--- config.mk ---
export PLATFORM = sky130hd
export DESIGN_NAME = meter_time_counter
export DESIGN_NICKNAME = d
export VERILOG_FILES = /design/src/rtl/meter_time_counter.sv
export SDC_FILE = /design/constraint.sdc
export NUM_CORES = 1
export LEC_CHECK = 0
export CAP_MARGIN = 30
export CORE_MARGIN = 2
export CORE_UTILIZATION = 50
export CTS_BUF_LIST = sky130_fd_sc_hd__clkbuf_16
export DETAILED_ROUTE_END_ITERATION = 12
export GPL_TIMING_DRIVEN = 0
export PLACE_DENSITY = 0.76
export SYNTH_ARGS = -nofsm -noshare
export SYNTH_HDL_FRONTEND = slang
export SYNTH_SLANG_ARGS = --single-unit
--- constraint.sdc ---
create_clock -name clk -period 17.3 [get_ports clk]
set_input_delay 5.19 -clock clk [delete_from_list [all_inputs] [get_ports clk]]
set_output_delay 5.19 -clock clk [all_outputs]
set_load 0.03 [all_outputs]
--- src/rtl/meter_time_counter.sv ---
// Parking-meter time accumulator with a sequential binary-to-BCD converter.
// Keeps remaining seconds (saturating at MAX_COUNT). Presents a registered BCD
// image of that count, a low-time flash flag and an expired flag.
module meter_time_counter #(
  parameter int MAX_COUNT   = 9999,
  parameter int FLASH_LIMIT = 200
) (
  input  logic        clk,
  input  logic        reset,
  input  logic        add10,
  input  logic        add180,
  input  logic        add200,
  input  logic        add550,
  input  logic        reset10,
  input  logic        reset205,
  input  logic        sec_tick,
  output logic [13:0] bcount,
  output logic [15:0] bcd,
  output logic        bcd_valid,
  output logic        flash,
  output logic        expired
);

  localparam logic [14:0] MAX_WIDE     = 15'(MAX_COUNT);
  localparam logic [13:0] MAX_NARROW   = 14'(MAX_COUNT);
  localparam logic [13:0] FLASH_THRESH = 14'(FLASH_LIMIT);

  typedef enum logic [1:0] {
    IDLE = 2'd0,
    CONV = 2'd1,
    DONE = 2'd2
  } conv_state_t;

  conv_state_t state, state_next;

  logic [14:0] add_sum;
  logic [14:0] raw_sum;
  logic [13:0] sat_count;
  logic [13:0] count_next;

  logic [13:0] last;
  logic [13:0] bin_sr;
  logic [15:0] bcd_sr;
  logic [15:0] bcd_adj;
  logic [29:0] shifted;
  logic [3:0]  bit_cnt;

  // Add/tick path: accumulate pulses in 15 bits, saturate, then take the tick.
  always_comb begin
    add_sum = (add10  ? 15'd10  : 15'd0)
            + (add180 ? 15'd180 : 15'd0)
            + (add200 ? 15'd200 : 15'd0)
            + (add550 ? 15'd550 : 15'd0);
    raw_sum    = {1'b0, bcount} + add_sum;
    sat_count  = (raw_sum > MAX_WIDE) ? MAX_NARROW : raw_sum[13:0];
    count_next = sat_count;
    if (sec_tick && (sat_count != 14'd0)) begin
      count_next = sat_count - 14'd1;
    end
  end

  // Count register: reset, then presets (205 wins over 10), then add/tick.
  always_ff @(posedge clk) begin
    // NOTE: non-blocking assignments on every register so all flops sample
    // pre-edge values; blocking here would create order-dependent races.
    if (reset) begin
      bcount <= '0;
    end else if (reset205) begin
      bcount <= 14'd205;
    end else if (reset10) begin
      bcount <= 14'd10;
    end else begin
      bcount <= count_next;
    end
  end

  // Converter state register.
  always_ff @(posedge clk) begin
    if (reset) begin
      state <= IDLE;
    end else begin
      state <= state_next;
    end
  end

  // Converter next-state: start on mismatch, 14 shifts, one cycle to publish.
  always_comb begin
    // NOTE: default first so every path assigns state_next and no latch forms.
    state_next = state;
    case (state)
      IDLE:    if (bcount != last) state_next = CONV;
      CONV:    if (bit_cnt == 4'd13) state_next = DONE;
      DONE:    state_next = IDLE;
      default: state_next = IDLE;
    endcase
  end

  // Double-dabble step: add 3 to every digit >= 5, then shift one bit in.
  always_comb begin
    bcd_adj = bcd_sr;
    for (int i = 0; i < 4; i++) begin
      if (bcd_sr[4*i +: 4] >= 4'd5) begin
        bcd_adj[4*i +: 4] = bcd_sr[4*i +: 4] + 4'd3;
      end
    end
    shifted = {bcd_adj, bin_sr} << 1;
  end

  // Converter datapath: snapshot, shift registers, bit counter, published BCD.
  always_ff @(posedge clk) begin
    // NOTE: the working shift registers are reloaded on every capture, so
    // their reset is not functionally required; it is kept so that a reset
    // leaves the whole block in one known, repeatable state.
    if (reset) begin
      last    <= '0;
      bcd     <= '0;
      bin_sr  <= '0;
      bcd_sr  <= '0;
      bit_cnt <= '0;
    end else begin
      case (state)
        IDLE: begin
          if (bcount != last) begin
            bin_sr  <= bcount;
            last    <= bcount;
            bcd_sr  <= '0;
            bit_cnt <= '0;
          end
        end
        CONV: begin
          bcd_sr  <= shifted[29:14];
          bin_sr  <= shifted[13:0];
          bit_cnt <= bit_cnt + 4'd1;
        end
        DONE: begin
          bcd <= bcd_sr;
        end
        default: begin
        end
      endcase
    end
  end

  assign bcd_valid = (state == IDLE) && (last == bcount);
  assign flash     = (bcount < FLASH_THRESH);
  assign expired   = (bcount == 14'd0);

endmodule

* Word level (Yosys, flattened, before mapping) *
Cells that the tools add are included.

cells by class
  equal/unequal tests = 7
  magnitude comparators = 6
  multiplexer cells = 21
  add/subtract/negate cells = 10
  reductions and logical operators = 11

operators by type and width
  kind                                                             count
  2-to-1 mux 14 bit                                                3
  2-to-1 mux 8 bit                                                 4
  case mux 16 bit (2 select lines)                                 1
  case mux 14 bit (2 select lines)                                 1
  2-to-1 mux 4 bit                                                 5
  >= comparator 4 x 3 -> 1 bit, second input constant              4
  2-to-1 mux 16 bit                                                1
  adder 14 x 11 -> 15 bit                                          1
  greater-than comparator 15 x 14 -> 1 bit, second input constant  1
  == test 14 bit                                                   1
  logical NOT 14 bit                                               1
  < comparator 14 x 8 -> 1 bit, second input constant              1
  inequality test 14 bit                                           1
  nonzero test 14 bit                                              1
  subtractor 14 x 1 -> 14 bit, second input constant               1
  adder 4 x 2 -> 4 bit, second input constant                      3
  adder 10 x 10 -> 11 bit                                          1
  adder 9 x 8 -> 10 bit                                            1
  2-to-1 mux 10 bit                                                1
  adder 4 x 8 -> 9 bit                                             1
  case mux 4 bit (2 select lines)                                  1
  AND reduction 2 bit                                              3
  adder 4 x 1 -> 4 bit, second input constant                      1
  == test 4 bit, second input constant                             1
  12 further kinds                                                 15

storage, ports and cells
  output and inout bits = 33
  register bits after elaboration = 80

* Depth between registers and ports, before layout *
Gate-level depths: netlist (run 1).

  word-level depth = 12
  depth in mapped cells = 20
  mapped depth without buffers = 20

* Worst setup path after synthesis (run 1) *
OpenSTA, ideal clock, no wires.

  kind = in2reg
  from = in add180
  to = reg bcount[13]
  required time = 17.230 ns
  data arrival time = 9.086 ns
  slack = 8.144 ns
  library setup time = 0.070 ns
  stages on the path = 20
  path buffers = 0
  cell sequence = inv_1 > fa_1 > inv_1 > ha_1 > inv_1 > fa_1 > nand2b_1 > a21oi_1 > xor2_1 > nor4_4 > o31ai_2 > o21ai_4 > and2b_1 > ha_1 > and3_1 > nand2_1 > o21ai_1 > or2_1 > or3_1 > a21oi_1

on the way
  word-level cells in the longest chain between the ends = 10
  elaborated cells between the ends (all ways) = 11

RTL lines
  element                                                                              RTL line  RTL
  from (decl)                                                                          11        input logic add180,
  2-to-1 mux 8 bit *                                                                   51        + (add180 ? 15'd180 : 15'd0)
  adder 4 x 8 -> 9 bit *                                                               51
  adder 9 x 8 -> 10 bit *                                                              52        + (add200 ? 15'd200 : 15'd0)
  adder 10 x 10 -> 11 bit *                                                            53        + (add550 ? 15'd550 : 15'd0);
  adder 14 x 11 -> 15 bit *                                                            54        raw_sum = {1'b0, bcount} + add_sum;
  greater-than comparator 15 x 14 -> 1 bit                                             55        sat_count = (raw_sum > MAX_WIDE) ? MAX_NARROW : raw_sum[13:0];
  2-to-1 mux 14 bit *                                                                  55
  parallel branches: the longest is 2 deep, another holds subtractor 14 x 1 -> 14 bit  -
  2-to-1 mux 14 bit *                                                                  57        if (sec_tick && (sat_count != 14'd0)) begin
  to (signal assigned)                                                                 73        bcount <= count_next;
  to (decl)                                                                            17        output logic [13:0] bcount,

Mark *: on every way between the ends.
A chain may end at the register's enable or synchronous reset.

* Worst setup path in the final report (run 1) *
  from = in add550
  to = reg bcount[3]

on the way
  word-level cells in the longest chain between the ends = 10
  elaborated cells between the ends (all ways) = 11

RTL lines
  element                                                                              RTL line  RTL
  from (decl)                                                                          13        input logic add550,
  2-to-1 mux 10 bit *                                                                  53
  adder 10 x 10 -> 11 bit *                                                            53
  adder 14 x 11 -> 15 bit *                                                            54
  greater-than comparator 15 x 14 -> 1 bit                                             55
  2-to-1 mux 14 bit *                                                                  55
  parallel branches: the longest is 2 deep, another holds subtractor 14 x 1 -> 14 bit  -
  2-to-1 mux 14 bit *                                                                  57
  2-to-1 mux 8 bit *                                                                   70        end else if (reset10) begin
  2-to-1 mux 8 bit *                                                                   68        end else if (reset205) begin

Marks and branches as above.

==> results of run 1 <==
[state kept, by name (all words and copies together), names as in the netlist]
| name | count |
|---|---|
| bcount | 14 |
| bcd_sr | 16 |
| bit_cnt | 4 |
| last | 14 |
| state | 2 |
| bcd | 16 |
| bin_sr | 14 |
[cells by family (layout without fill, tap and decap cells)]
family                     Yosys count  in the layout  synth area share (%)
DFF                                 80             80                  36.4
muxes                                2              2                 0.484
and+or+nand+nor                    214            214                  23.1
buffers and inverters               53            107                  4.56
AOI/OAI and AO/OA                  131            131                  18.6
xor gates and xnor gates            37             37                  7.55
adders and majority gates           29             29                  9.28
[final cells by class]
cell class | count | area (sq um)
sequential | 80 | 1600
tap | 108 | 135
clock buffer | 9 | 225
multi-input combinational | 413 | 2590
buffer | 27 | 103
fill | 767 | 3430
inverter | 26 | 97.6
timing repair buffer | 40 | 400
clock inverter | 5 | 50.0
[metrics by stage]
step	worst slack (ps)	instances	cell area (sq um)	total power, W
global route	6910	708	5200	0.000535
finish	7210	708	5200	0.000514
global placement	7150	694	4930	0.000331
detailed placement	6990	694	4930	0.000335
floorplan	8140	546	4390	0.000300
CTS	7290	708	5200	0.000514
[worst max-delay path by stage]
stage,startpoint,end,slack (ps)
6_report,add550,bcount[3]$_SDFF_PP0_,7210
5_1_grt,add550,bcount[11]$_SDFF_PP0_,6910
4_1_cts,add550,bcount[11]$_SDFF_PP0_,7290
3_5_place_dp,add550,bcount[3]$_SDFF_PP0_,6990
3_3_place_gp,add550,bcount[3]$_SDFF_PP0_,7150
2_1_floorplan,add180,bcount[13]$_SDFF_PP0_,8140
[power breakdown]
group	internal (W)	switching (W)	total (W)	leakage [nW]
registers	0.000192	0.00000923	0.000201	0.649
logic	0.0000493	0.0000824	0.000132	1.07
clock network	0.000109	0.0000714	0.000180	0.141
total	0.000351	0.000163	0.000514	1.86
[critical path: cells and delay by family]
| family | cells | cell delay, ps |
|---|---|---|
| AO/OA/AOI/OAI | 8 | 2010 |
| adder cells (fa/ha/maj) | 4 | 1280 |
| buffers and inverters | 4 | 850 |
| AND/OR/NAND/NOR | 5 | 930 |
[synthesized netlist by cell type, types with 4 or more instances]
cell	n
nor2_1	23
nor4_1	5
ha_1	23
nand4_1	5
xnor2_1	17
nand2b_1	11
inv_1	26
nand3_1	15
a21oi_1	62
a31oi_1	20
clkbuf_1	26
nand2_1	112
o31ai_1	4
dfxtp_1	80
fa_1	6
nor2b_1	4
o21ai_0	19
or3_1	5
xor2_1	19
a21o_1	4
and2_1	4
nor3_1	16
[layer usage]
layer / part of all wire [%] / routed length (microns)
met5: 0 / 0
met4: 1.2 / 129
met3: 5.4 / 587
met2: 47 / 5120
met1: 47 / 5080
==> flow_summary_export.csv, run 1 <==
group,metric,value,unit
synthesis,synth_warnings,0,
global_route,grt_util_met1,32.7,%
timing,rsz0062_at_grt,"no",
worst_setup_path,crit_required,17490,ps
synthesis,syn_nets,584,
timing,fin_crit,10090,ps
worst_setup_path,reg2regPathDepth,20,
synthesis,ys.flop_type,"dfxtp_1",
worst_setup_path,end_kind,"flop",
global_route,grt_util_met3,4.72,%
timing,worst_slew_pin_slew,666,ps
synthesis,synth_top_area_share,36.4,%
timing,fin_skew,5.47,ps
route,dr.pass1.iters,4,
power_and_ir_drop,max-vdd-ir-drop,0.0000498,V
power_and_ir_drop,power.density,98.7,nW/um^2
die,die_w,97.7,microns
worst_setup_path,crit_fanout,9,
global_route,grt_pass1_wl,18400,microns
global_route,grt_antenna_before_repair,0,
worst_setup_path,cp_common_cell,"inv_1",
timing,slew_violations,0,
cells_and_area,antennaDiodeCount,0,
cts,clk_latency,330,ps
timing,whs,451,ps
route,via_count,3994,
die,core,8640,sq um
worst_setup_path,crit_arrival,10280,ps
synthesis,ys_ff_latch,80,
worst_hold_path,hold_depth,2,
worst_setup_path,slowest_delay,580,ps
synthesis,async_reset_ff_share,0,%
cts,ctsResizeCount,0,
route,drt_wl_total,10900,microns
synthesis,syn-instance-count,546,
timing,relSlewSlack,55.6,%
cells_and_area,layout_commonest_cell,"nand2_1",
global_route,grt_usage,23.3,%
die,die_h,97.7,microns
global_route,first_global_vias,3784,
route,dr.first_iter.drc_count,306,
timing,fmax,99.1,MHz
placed_design,globalplace.congestion,0.829,
cts,cts_sinks,80,
cells_and_area,finalCoreUtilization,60.3,%
route,via_per_inst,5.64,
route,drcViolationCount,0,
worst_setup_path,ff2ff_setup_slack,12310,ps
route,final_antenna_net_count,0,
synthesis,synth_area,4390,sq um
die,io_pins,42,
cts,clk_path_buf_depth,2,
global_route,grt_overflow,0,
worst_hold_path,worst_hold_path_type,"reg -> reg",
route,post_drt_wl_per_cell,15.4,microns
synthesis,synthTopCellsByArea,"dfxtp_1 36%, nand2_1 9.6%, a21oi_1 7.1%",
worst_setup_path,cp_slowest_cell,"clkdlybuf4s50_1",
timing,tns,0,ps
placed_design,hpwl,7970,microns
global_route,grt.busiest_layer,"met2",
die,die-area,9550,sq um
worst_setup_path,reg2reg_from,"bcount[2]$_SDFF_PP0_",
synthesis,synth_cell_types,52,
cts,postCtsSetupRepairBufs,0,
worst_hold_path,min_to,"bcd[14]$_SDFFE_PP0N_",
worst_setup_path,r2r-end,"bcount[3]$_SDFF_PP0_",
cts,cts-root-buf,"clkbuf_16",
cells_and_area,syn_to_final_growth,18.5,%
worst_hold_path,min_from,"bcd[14]$_SDFFE_PP0N_",
cts,holdBufCountCts,0,
worst_setup_path,cp-start-kind,"primary input",
global_route,use_met2,37.4,%
cts,cts_max_level,3,
timing,finalCritPeriodShare,58.3,%
job,drv_cap,0,
worst_setup_path,crit_path_cell_trace,"clkdlybuf4s50_1 > inv_1 > fa_1 > inv_1 > ha_1 > inv_1 > fa_1 > nand2b_1 > a21oi_1 > o21ai_1 > a31oi_1 > o31ai_2 > o21ai_4 > nor2b_1 > ha_1 > and3_1 > nand2_1 > o21ai_1 > o21ai_0 > nor3_1 > a21oi_1",
status,status,"finished, final reports clean",
die,start_util,50.9,%
placed_design,io_buffers,40,
synthesis,synth_largest_area_cell,"dfxtp_1",
timing,setup_violations,0,
cells_and_area,drive_gt1_share,5.00,%
timing,hold_viol_final,0,
cells_and_area,final_cell_mix,"112 x nand2_1, 80 x dfxtp_1, 62 x a21oi_1",
die,rows,34,
cts,cts_tree,"built",
cells_and_area,nNetsFinal,635,
synthesis,synth_edf_count,0,
cts,path_clk_slew,60,ps
synthesis,avgSynthCellArea,8.05,sq um
power_and_ir_drop,p_leak,1.86,nW
worst_setup_path,critical_path_class,"in -> reg",
cts,cts_buffers,9,
global_route,grt_start_max_net_pins,13,
synthesis,ys_seq_area_share,36.4,%
No activity file was read; power rests on OpenSTA's default activity.
==> inputs of run 2 (changes only) <==
==> constraint.sdc (replaced) <==
create_clock -name clk -period 9.65 [get_ports clk]
set_input_delay 2.895 -clock clk [delete_from_list [all_inputs] [get_ports clk]]
set_output_delay 2.895 -clock clk [all_outputs]
set_load 0.03 [all_outputs]
==> results of run 2 <==
The final DEF is identical to that of run 1. Status: finished, final reports clean.
Main changes from that run: setup slack after placement 6990 ps -> 1640 ps; setup slack after layout 7210 ps -> 1860 ps; register-to-register setup slack 12310 ps -> 4660 ps; total power 0.000514 W -> 0.000921 W; worst IR drop on VDD 0.0000498 V -> 0.0000893 V
==> inputs of run 3 (changes only) <==
==> constraint.sdc (replaced) <==
create_clock -name clk -period 7.3 [get_ports clk]
set_input_delay 2.19 -clock clk [delete_from_list [all_inputs] [get_ports clk]]
set_output_delay 2.19 -clock clk [all_outputs]
set_load 0.03 [all_outputs]
==> run 3 against run 2 <==
Effect of this change: largest cell class unchanged; worst setup slack worse by 1400 ps; power is 33% higher; largest power group unchanged; sequential power is 32% higher; critical endpoint is now bcount[13]$_SDFF_PP0_; wire length grew 0.29%; final cell count is the same; critical path depth did not move; register-to-register slack worse by 2200 ps.
==> flow_summary_export.csv, run 3 (same netlist as run 1, synthesis figures left out) <==
group,metric,value,unit
route,drcViolationCount,0,
cts,postCtsSetupRepairBufs,0,
power_and_ir_drop,max-vdd-ir-drop,0.000118,V
die,start_util,50.9,%
power_and_ir_drop,p_int,0.000831,W
global_route,first_global_vias,3784,
cells_and_area,finalCoreUtilization,60.4,%
cts,clk_path_buf_depth,2,
placed_design,pre_cts_slack,-9.62,ps
route,dr.first_iter.drc_count,317,
worst_setup_path,slowest_delay,580,ps
worst_hold_path,worst_hold_path_type,"reg -> reg",
route,dr.pass1.iters,5,
cts,cts_tree,"built",
cells_and_area,drive_gt1_share,5.33,%
die,die-area,9550,sq um
die,core,8640,sq um
power_and_ir_drop,power_switching,0.000389,W
cells_and_area,top_regs,"bcd: 16 flops, bcd_sr: 16 flops",
worst_setup_path,critical_path_class,"in -> reg",
die,die_h,97.7,microns
global_route,use_met2,37.4,%
cells_and_area,syn_to_final_growth,18.7,%
route,post_drt_wl_per_cell,15.5,microns
cts,path_clk_slew,60,ps
timing,fmax,145,MHz
power_and_ir_drop,power,0.00122,W
worst_setup_path,end_kind,"flop",
cells_and_area,design_area,5220,sq um
power_and_ir_drop,comb_power_share,25.7,%
global_route,grt_antenna_before_repair,0,
worst_hold_path,min_from,"bcd[14]$_SDFFE_PP0N_",
placed_design,place_area,4930,sq um
worst_hold_path,hold_depth,2,
worst_setup_path,cp_common_cell,"inv_1",
worst_setup_path,r2r-end,"bcount[13]$_SDFF_PP0_",
placed_design,io_buffers,40,
worst_setup_path,crit_path_cell_trace,"clkdlybuf4s50_1 > inv_1 > fa_1 > inv_1 > ha_1 > inv_1 > fa_1 > nand2b_1 > a21oi_1 > xor2_1 > nor4_4 > o31ai_2 > o21ai_4 > and2b_1 > ha_1 > and3_1 > nand2_1 > o21ai_2 > or2_1 > or3_1 > a21oi_1",
cts,cts_sinks,80,
worst_setup_path,cp-start-kind,"primary input",
timing,finalCritPeriodShare,94.2,%
power_and_ir_drop,power.density,234,nW/um^2
global_route,grt.busiest_layer,"met2",
worst_setup_path,crit_cells,21,
timing,rsz0062_at_grt,"no",
global_route,grt_overflow,0,
cts,cts_max_level,3,
timing,slew_violations,0,
route,drt_wl_total,10900,microns
status,status,"finished, final reports clean",
global_route,grt_usage,23.3,%
cells_and_area,layout_commonest_cell,"nand2_1",
timing,fin_crit,6880,ps
cts,holdBufCountCts,0,
cts,cts-root-buf,"clkbuf_16",
worst_setup_path,crit_arrival,7140,ps
worst_hold_path,min_to,"bcd[14]$_SDFFE_PP0N_",
power_and_ir_drop,clockPowerShare,35.1,%
worst_setup_path,reg2reg_from,"bcount[2]$_SDFF_PP0_",
worst_setup_path,reg2regPathDepth,20,
timing,setup_violations,0,
worst_setup_path,crit_buf_inv,4,
cts,ctsResizeCount,0,
timing,relSlewSlack,56.5,%
worst_setup_path,cp_slowest_cell,"clkdlybuf4s50_1",
cells_and_area,n_fill_cell,766,
global_route,grt_util_met1,32.7,%
worst_setup_path,crit_required,7560,ps
job,drv_cap,0,
die,io_pins,42,
power_and_ir_drop,p_leak,1.86,nW
global_route,grt_pass1_wl,18400,microns
placed_design,globalplace.congestion,0.829,
die,rows,34,
route,via_count,4025,
timing,fin_skew,5.55,ps
route,via_per_inst,5.69,
timing,worst_slew_pin_slew,652,ps
worst_setup_path,crit_fanout,9,
timing,hold_viol_final,0,
route,final_antenna_net_count,0,
global_route,grt_start_max_net_pins,13,
worst_setup_path,ff2ff_setup_slack,2510,ps
cells_and_area,antennaDiodeCount,0,
cells_and_area,nNetsFinal,635,
placed_design,hpwl,7970,microns
power_and_ir_drop,p_seq_share,39.1,%
die,die_w,97.7,microns
global_route,grt_util_met3,4.72,%
worst_setup_path,cpLargestDelayFamily,"simple AND/OR/NAND/NOR gates",
cts,cts_buffers,9,
cts,clk_latency,330,ps
power_and_ir_drop,switching_share,31.9,%
timing,tns,0,ps
timing,timing.final.ws_setup,420,ps
cells_and_area,final_cell_mix,"112 x nand2_1, 80 x dfxtp_1, 62 x a21oi_1",
[run 3: cell counts in the layout (fill, tap and decap cells not counted)]
Identical to the previous run, type by type.
[run 3: worst max path at each step]
stage / start / end / slack, ps
after floorplan: add180 / bcount[13]$_SDFF_PP0_ / 1140
after global placement: add550 / bcount[3]$_SDFF_PP0_ / 150
after detailed placement: add550 / bcount[3]$_SDFF_PP0_ / -10
after CTS: add550 / bcount[11]$_SDFF_PP0_ / 290
after global routing: add550 / bcount[11]$_SDFF_PP0_ / 120
final: add550 / bcount[13]$_SDFF_PP0_ / 420
[run 3: layer usage]
layer / up-vias / wire length, microns / share of wire [%]
li1: 1971 / - / -
met4: 0 / 121 / 1.1
met5: - / 0 / 0
met2: 115 / 5170 / 47
met1: 1925 / 5060 / 46
met3: 14 / 596 / 5.4
[run 3: power groups by stage]
stage	sequential, W	clock (W)	combinational, W
4_1_cts	0.000477	0.000431	0.000310
6_report	0.000477	0.000429	0.000314
2_1_floorplan	0.000492	0	0.000219
3_3_place_gp	0.000485	0	0.000298
3_5_place_dp	0.000486	0	0.000308
5_1_grt	0.000480	0.000447	0.000342
[run 3: per-stage QoR]
step | instances | hold WS [ps]
finish | 708 | 451
global route | 708 | 473
CTS | 708 | 456
detailed placement | 694 | 445
global placement | 694 | 443
floorplan | 546 | 432
[run 3: worst register-to-register path, delay by kind of cell (launching register included)]
kind	cells	cell delay (ps)
buffers and inverters	3	210
adder cells (fa/ha/maj)	4	1240
AO/OA/AOI/OAI	5	970
flip-flops	1	440
XOR/XNOR	1	380
AND/OR/NAND/NOR	7	1460
[run 3: final cells by class]
class | count | area, sq um | area share [%]
buffer | 27 | 103 | 1.97
timing repair buffer | 40 | 400 | 7.68
multi-input combinational | 413 | 2600 | 49.9
clock buffer | 9 | 225 | 4.32
inverter | 26 | 97.6 | 1.87
clock inverter | 5 | 50.0 | 0.960
sequential | 80 | 1600 | 30.7
tap | 108 | 135 | 2.59
